--- src/rtl/calendar_date_counter.sv ---
// calendar_date_counter: registered day/month/year calendar advancing one day per tick.
// Define GREGORIAN_EN for the full Gregorian leap rule; otherwise every 4th year is leap.
module calendar_date_counter #(
    parameter int YEAR_W     = 11,
    parameter int RESET_YEAR = 2000
) (
    input  logic              clock_i,
    input  logic              reset_i,
    input  logic              tick_i,
    input  logic              load_i,
    input  logic [YEAR_W-1:0] load_year_i,
    input  logic [3:0]        load_month_i,
    input  logic [4:0]        load_day_i,
    output logic [YEAR_W-1:0] year_o,
    output logic [3:0]        month_o,
    output logic [4:0]        day_o,
    output logic [8:0]        doy_o,
    output logic              leap_o,
    output logic              year_wrap_o,
    output logic              load_err_o
);
    logic [YEAR_W-1:0] year_q, year_d;
    logic [3:0]        month_q, month_d;
    logic [4:0]        day_q, day_d;
    logic [8:0]        doy_q, doy_d;
    logic              year_wrap_q, year_wrap_d;
    logic              load_err_q, load_err_d;
    logic              load_ok;
    logic              load_leap;

    function automatic logic is_leap(input logic [YEAR_W-1:0] y);
`ifdef GREGORIAN_EN
        int yi;
        yi = int'(y);
        return ((yi % 4 == 0) && (yi % 100 != 0)) || (yi % 400 == 0);
`else
        return y[1:0] == 2'b00;
`endif
    endfunction

    function automatic logic [4:0] dim(input logic lp, input logic [3:0] m);
        return (m == 4'd2) ? (lp ? 5'd29 : 5'd28) :
               (m == 4'd4 || m == 4'd6 || m == 4'd9 || m == 4'd11) ? 5'd30 : 5'd31;
    endfunction

    // Days elapsed before the first of month m in a common year.
    function automatic logic [8:0] cum_days(input logic [3:0] m);
        case (m)
            4'd2:    return 9'd31;
            4'd3:    return 9'd59;
            4'd4:    return 9'd90;
            4'd5:    return 9'd120;
            4'd6:    return 9'd151;
            4'd7:    return 9'd181;
            4'd8:    return 9'd212;
            4'd9:    return 9'd243;
            4'd10:   return 9'd273;
            4'd11:   return 9'd304;
            4'd12:   return 9'd334;
            default: return 9'd0;
        endcase
    endfunction

    assign load_leap = is_leap(load_year_i);
    assign load_ok   = (load_month_i >= 4'd1) && (load_month_i <= 4'd12) && (load_day_i != 5'd0) &&
                       (load_day_i <= dim(load_leap, load_month_i));

    always_comb begin
        year_d      = year_q;
        month_d     = month_q;
        day_d       = day_q;
        doy_d       = doy_q;
        year_wrap_d = 1'b0;
        load_err_d  = 1'b0;
        if (load_i) begin
            if (load_ok) begin
                year_d  = load_year_i;
                month_d = load_month_i;
                day_d   = load_day_i;
                doy_d   = cum_days(load_month_i) + {4'd0, load_day_i} +
                          {8'd0, load_leap && (load_month_i > 4'd2)};
            end else begin
                load_err_d = 1'b1;
            end
        end else if (tick_i) begin
            if (day_q < dim(leap_o, month_q)) begin
                day_d = day_q + 5'd1;
                doy_d = doy_q + 9'd1;
            end else if (month_q < 4'd12) begin
                day_d   = 5'd1;
                month_d = month_q + 4'd1;
                doy_d   = doy_q + 9'd1;
            end else begin
                day_d       = 5'd1;
                month_d     = 4'd1;
                doy_d       = 9'd1;
                year_d      = year_q + 1'b1;
                year_wrap_d = &year_q;
            end
        end
    end

    always_ff @(posedge clock_i) begin
        if (reset_i) begin
            year_q      <= YEAR_W'(RESET_YEAR);
            month_q     <= 4'd1;
            day_q       <= 5'd1;
            doy_q       <= 9'd1;
            year_wrap_q <= 1'b0;
            load_err_q  <= 1'b0;
        end else begin
            year_q      <= year_d;
            month_q     <= month_d;
            day_q       <= day_d;
            doy_q       <= doy_d;
            year_wrap_q <= year_wrap_d;
            load_err_q  <= load_err_d;
        end
    end

    assign year_o      = year_q;
    assign month_o     = month_q;
    assign day_o       = day_q;
    assign doy_o       = doy_q;
    assign leap_o      = is_leap(year_q);
    assign year_wrap_o = year_wrap_q;
    assign load_err_o  = load_err_q;
endmodule
--- config.mk ---
export PLATFORM = sky130hd
export DESIGN_NAME = calendar_date_counter
export DESIGN_NICKNAME = d
export VERILOG_FILES = /design/src/rtl/calendar_date_counter.sv
export SDC_FILE = /design/constraint.sdc
export NUM_CORES = 1
export LEC_CHECK = 0
export ABC_AREA = 1
export CORE_MARGIN = 2
export CORE_UTILIZATION = 45
export CTS_CLUSTER_DIAMETER = 100
export DETAILED_ROUTE_END_ITERATION = 10
export GPL_TIMING_DRIVEN = 0
export PLACE_DENSITY_LB_ADDON = 0.12
export REMOVE_ABC_BUFFERS = 1
export SLEW_MARGIN = 20
export SYNTH_ARGS = -nofsm -noshare
export SYNTH_HDL_FRONTEND = slang
export SYNTH_SLANG_ARGS = --single-unit
--- constraint.sdc ---
create_clock -name clock_i -period 3.2 [get_ports clock_i]
set_clock_uncertainty 0.15 [all_clocks]
set_input_delay 0.32 -clock clock_i [delete_from_list [all_inputs] [get_ports clock_i]]
set_output_delay 0.32 -clock clock_i [all_outputs]
set_load 0.05 [all_outputs]
-- Word-level counts from Yosys, hierarchy flattened
Memories as Yosys holds them, arrays and structs flattened.
Cells that the tools add are included.
Widths: inputs -> output; s select.
- memory bits (writable): 0
- bits in latches: 0
- flip-flop bits (word level): 31
- bits of input ports: 24
- memories kept: 1
- memory bits (read-only): 144
- shift-type cells: 0
- bitwise gates (word level): 2
- reductions and logical operators: 20
- $mul: 0
- $add $sub $neg: 6
- multiplexer cells: 28
- order comparisons: 6
- eq/ne operators: 13
- div/mod/pow operators: 0
- memory list (name ; words ; bits a word ; rd ports ; clocked after Yosys merged registers in ; write ports ; RTL line ; source):
    (name not given) ; 16 ; 9 ; 1 ; 0 ; 0 ; 48 ; case (m)
- operators with widths (operator ; count):
    $mux 9 ; 7
    $mux 11 ; 5
    $mux 4 ; 5
    $mux 5 ; 4
    $eq 4x3->1 const B ; 4
    $eq 4x4->1 const B ; 4
    $add 11x1->11 const B ; 1
    $reduce_and 11->1 ; 1
    $add 9x1->9 ; 1
    $add 9x1->9 const B ; 1
    $add 9x5->9 ; 1
    $eq 4x2->1 const B ; 2
    $logic_or 1x1->1 ; 6
    $add 5x1->5 const B ; 1
    $le 5x5->1 ; 1
    $lt 5x5->1 ; 1
    $mux 1 ; 5
    $reduce_bool 5->1 ; 1
    $reduce_or 5->1 ; 1
    $add 4x1->4 const B ; 1
    $ge 4x1->1 const B ; 1
    $gt 4x2->1 const B ; 1
    $le 4x4->1 const B ; 1
    $logic_and 1x1->1 ; 4
    11 further kinds ; 15

-- Longest topological paths before layout
- word-level depth: 14
- depth in mapped cells: 17
- depth with buffers taken out: 16

-- Worst setup path before layout
Ideal clock, no wire load.
- path kind: input to register
- start point: input port load_month_i[1]
- end point: register doy_q[6], in the netlist doy_o[6]
- cell stages on the path: 14
- arrival time: 2.259 ns
- setup slack: 0.671 ns
- required time: 2.930 ns
- buffers on the path: 0
- path through: inv_1 ha_1 a22oi_1 fa_1 fa_1 nand3b_1 nand2_1 nand2_1 nand2_1 nand3_1 nand2_1 nor2_1 nor2_1 a21oi_1
- longest elaborated chain between the ends: 10
- elaborated cells between the ends (all ways): 27
- those cells by class: add/sub (2); order compare (4); eq/ne (6); mux (6); reduce/logical (8); memory (1)
- RTL lines (item ; RTL line ; source):
    start: declaration ; 12 ; input logic [3:0] load_month_i,
    branches (longest 10 deep; another with $mem_v2 16x9) ; n/a ;
    end signal: assignment ; 115 ; doy_q <= doy_d;
    end: declaration ; 25 ; logic [8:0] doy_q, doy_d;
Parallel ways; which one is timed is not known. The select of a mux whose other input is x is not followed.
A chain may end at the register's enable or synchronous reset.

-- Worst setup path in the final report
- start point: input port load_month_i[3]
- end point: register doy_q[6], in the netlist doy_o[6]
Same word-level chain as after synthesis.

==> results.cfg <==
[placed_design]
portBuffers = 55
globalplace.congestion = 0.858
placed_cells = 554
place_hpwl_um = 5170

[floorplanning]
die_w_um = 82.7
coreArea_um2 = 5960
die_h_um = 82.7
start_util_pct = 46.8
die_area_um2 = 6830
num_rows = 28
ioPinCount = 56

[clock_network]
cts.sink_count = 31
htree_num_levels = 2
cts_buffer_depth = 2
root_buffer = clkbuf_8
cts_tree = built
cts_made_buffers = 5
post_cts_buffers = 0
clk_latency_ns = 0.28
postCtsHoldBufs = 0
clkTransAtPathRegs_ns = 0.07

[sta]
slew_headroom_pct = 40.8
fin_crit_sh_pct = 87.8
setup_viol = 0
drv_slew = 0
hold_ws_ns = 0.372
period_needed_ns = 2.81
hold_viol = 0
rsz0062_at_grt = false
max_slew.worst_pin.slew_ns = 0.887
fmax_mhz = 356

[layout]
drive_above_1_share_pct = 5.54
mostFrequentLayoutCell = nand2_1
utilization_pct = 58.2
final_cell_mix = nand2_1 (104), nor2_1 (54), clkdlybuf4s50_1 (50)
fin_cells = 562
nNetsFinal = 537
diodes = 0
area_growth_pct = 24.4

[drt]
drt-pass1-iter-count = 4
postRouteAntennaNets = 0
wl_um = 7070
drtIter0Drc = 180
drc = 0
post_drt_wl_per_cell_um = 12.6
vias = 2882
via_per_inst = 5.13

[min_path]
hold_path_class = in2reg
holdPathStages = 3

[worst_setup_path]
cp_data_required_time_ns = 3.23
reg2reg_slack_ns = 0.89
critical_path_class = in2reg
worstPathMaxFanout = 9
arrival_ns = 2.84
end_kind = register
r2r_cells = 12
start_kind = input pin

[global_routing]
antenna_found_initial = 0
gr-total-overflow = 0
grt_max_degree = 31
grt_pass1_wl_um = 11600
grt_pass1_vias = 2534
grt_use_total_pct = 22.1

[logic_synthesis]
ys_warn_count = 0
syn_inst = 438
synth_flop_cell = dfxtp_1
ys_seq_area_share_pct = 22.3
synth-edff-count = 0
synth.distinct_cells = 34
ys_seq_elements = 31
avgSynthCellArea_um2 = 6.36
syn_area_um2 = 2790
async_flop_share_pct = 0

[pwr]
p_leak_nw = 1.70
peakVddDrop_v = 0.000198
power_density_nw_per_um2 = 399

[status]
status = finished clean

[run]
maxCapViolations = 0
==> worst max-delay path, stage by stage <==
cell and delay, ns:
dlymetal6s2s_1 0.35, inv_1 0.21, nand2_1 0.15, nor2_1 0.05, inv_1 0.08, nand3_1 0.08, fa_1 0.42, fa_1 0.41
nand3b_1 0.17, nand2_1 0.10, nand2_1 0.06, nand2_1 0.10, nand3_1 0.07, nand2_1 0.06, nor2_1 0.05, nor2_1 0.11
a21oi_1 0.07
==> cells in the mapped netlist (all sizes together) (4+ instances only) <==
library cell	n	share of area, %
ha	25	11
xnor2	4	1.3
nand2	110	16
nor2	57	8.5
nand4	11	2.5
o21ai	34	6.1
xor2	5	1.6
inv	52	7.0
nand3	40	8.5
nor3	6	1.1
dfxtp	31	22
a21oi	31	5.6
buf	11	2.8
==> repair_timing <==
action                     4_1_cts  5_1_grt
setup endpoints to repair       14       20
gates resized for setup          2        6
pin swaps                        0        0
==> registers in the layout, indices dropped and copies added (netlist names) <==
name         flops
year_o          11
doy_o            9
day_o            5
month_o          4
load_err_o       1
year_wrap_o      1
==> final timing paths <==
path / startpoint / to
worst max register to register: month_o[0] / year_o[4]
worst min register to register: year_o[10] / year_o[10]
worst min-delay path: load_month_i[0] / month_o[0]
worst max-delay path: load_month_i[3] / doy_o[6]
==> area by class of cell <==
type,instances,area [um2]
clock buffers,6,82.6
inverters,52,195
flip-flops and latches,31,621
well taps,75,93.8
repair buffers,55,556
fillers,608,2490
clock inverters,2,35.0
multi-input cells,341,1880
==> report_power, final <==
| part | internal, W | switching (W) | total, W |
|---|---|---|---|
| Clock | 0.000252 | 0.000154 | 0.000406 |
| Sequential | 0.000420 | 0.0000470 | 0.000467 |
| Combinational | 0.000184 | 0.000325 | 0.000510 |
==> cell families after synthesis <==
logic type	share of synthesized area (%)
buffers and inverters	10.2
AO/OA/AOI/OAI	14.2
flip-flops	22.3
AND/OR/NAND/NOR	37.7
adder cells (fa/ha/maj)	12.7
XOR/XNOR	2.83
==> per-stage QoR <==
| step | setup TNS (ns) | total power [W] | worst slack [ns] | instance area, um2 |
|---|---|---|---|---|
| finish | 0 | 0.00138 | 0.389 | 3460 |
| global route | 0 | 0.00147 | 0.182 | 3460 |
| CTS | 0 | 0.00139 | 0.00944 | 3460 |
| detailed placement | -8.65 | 0.000985 | -0.450 | 3340 |
| global placement | -7.94 | 0.000979 | -0.436 | 3340 |
| floorplan | 0 | 0.000816 | 0.675 | 2700 |
==> routing by layer <==
layer | wire length (um) | track usage [%] | up-vias
met2 | 3160 | 36.5 | 76
met5 | 0 | 0 | -
met4 | 56 | 5.90 | 0
met3 | 299 | 3.91 | 4
met1 | 3560 | 29.6 | 1278
li1 | - | - | 1524
(Power assumes the default switching activity.)
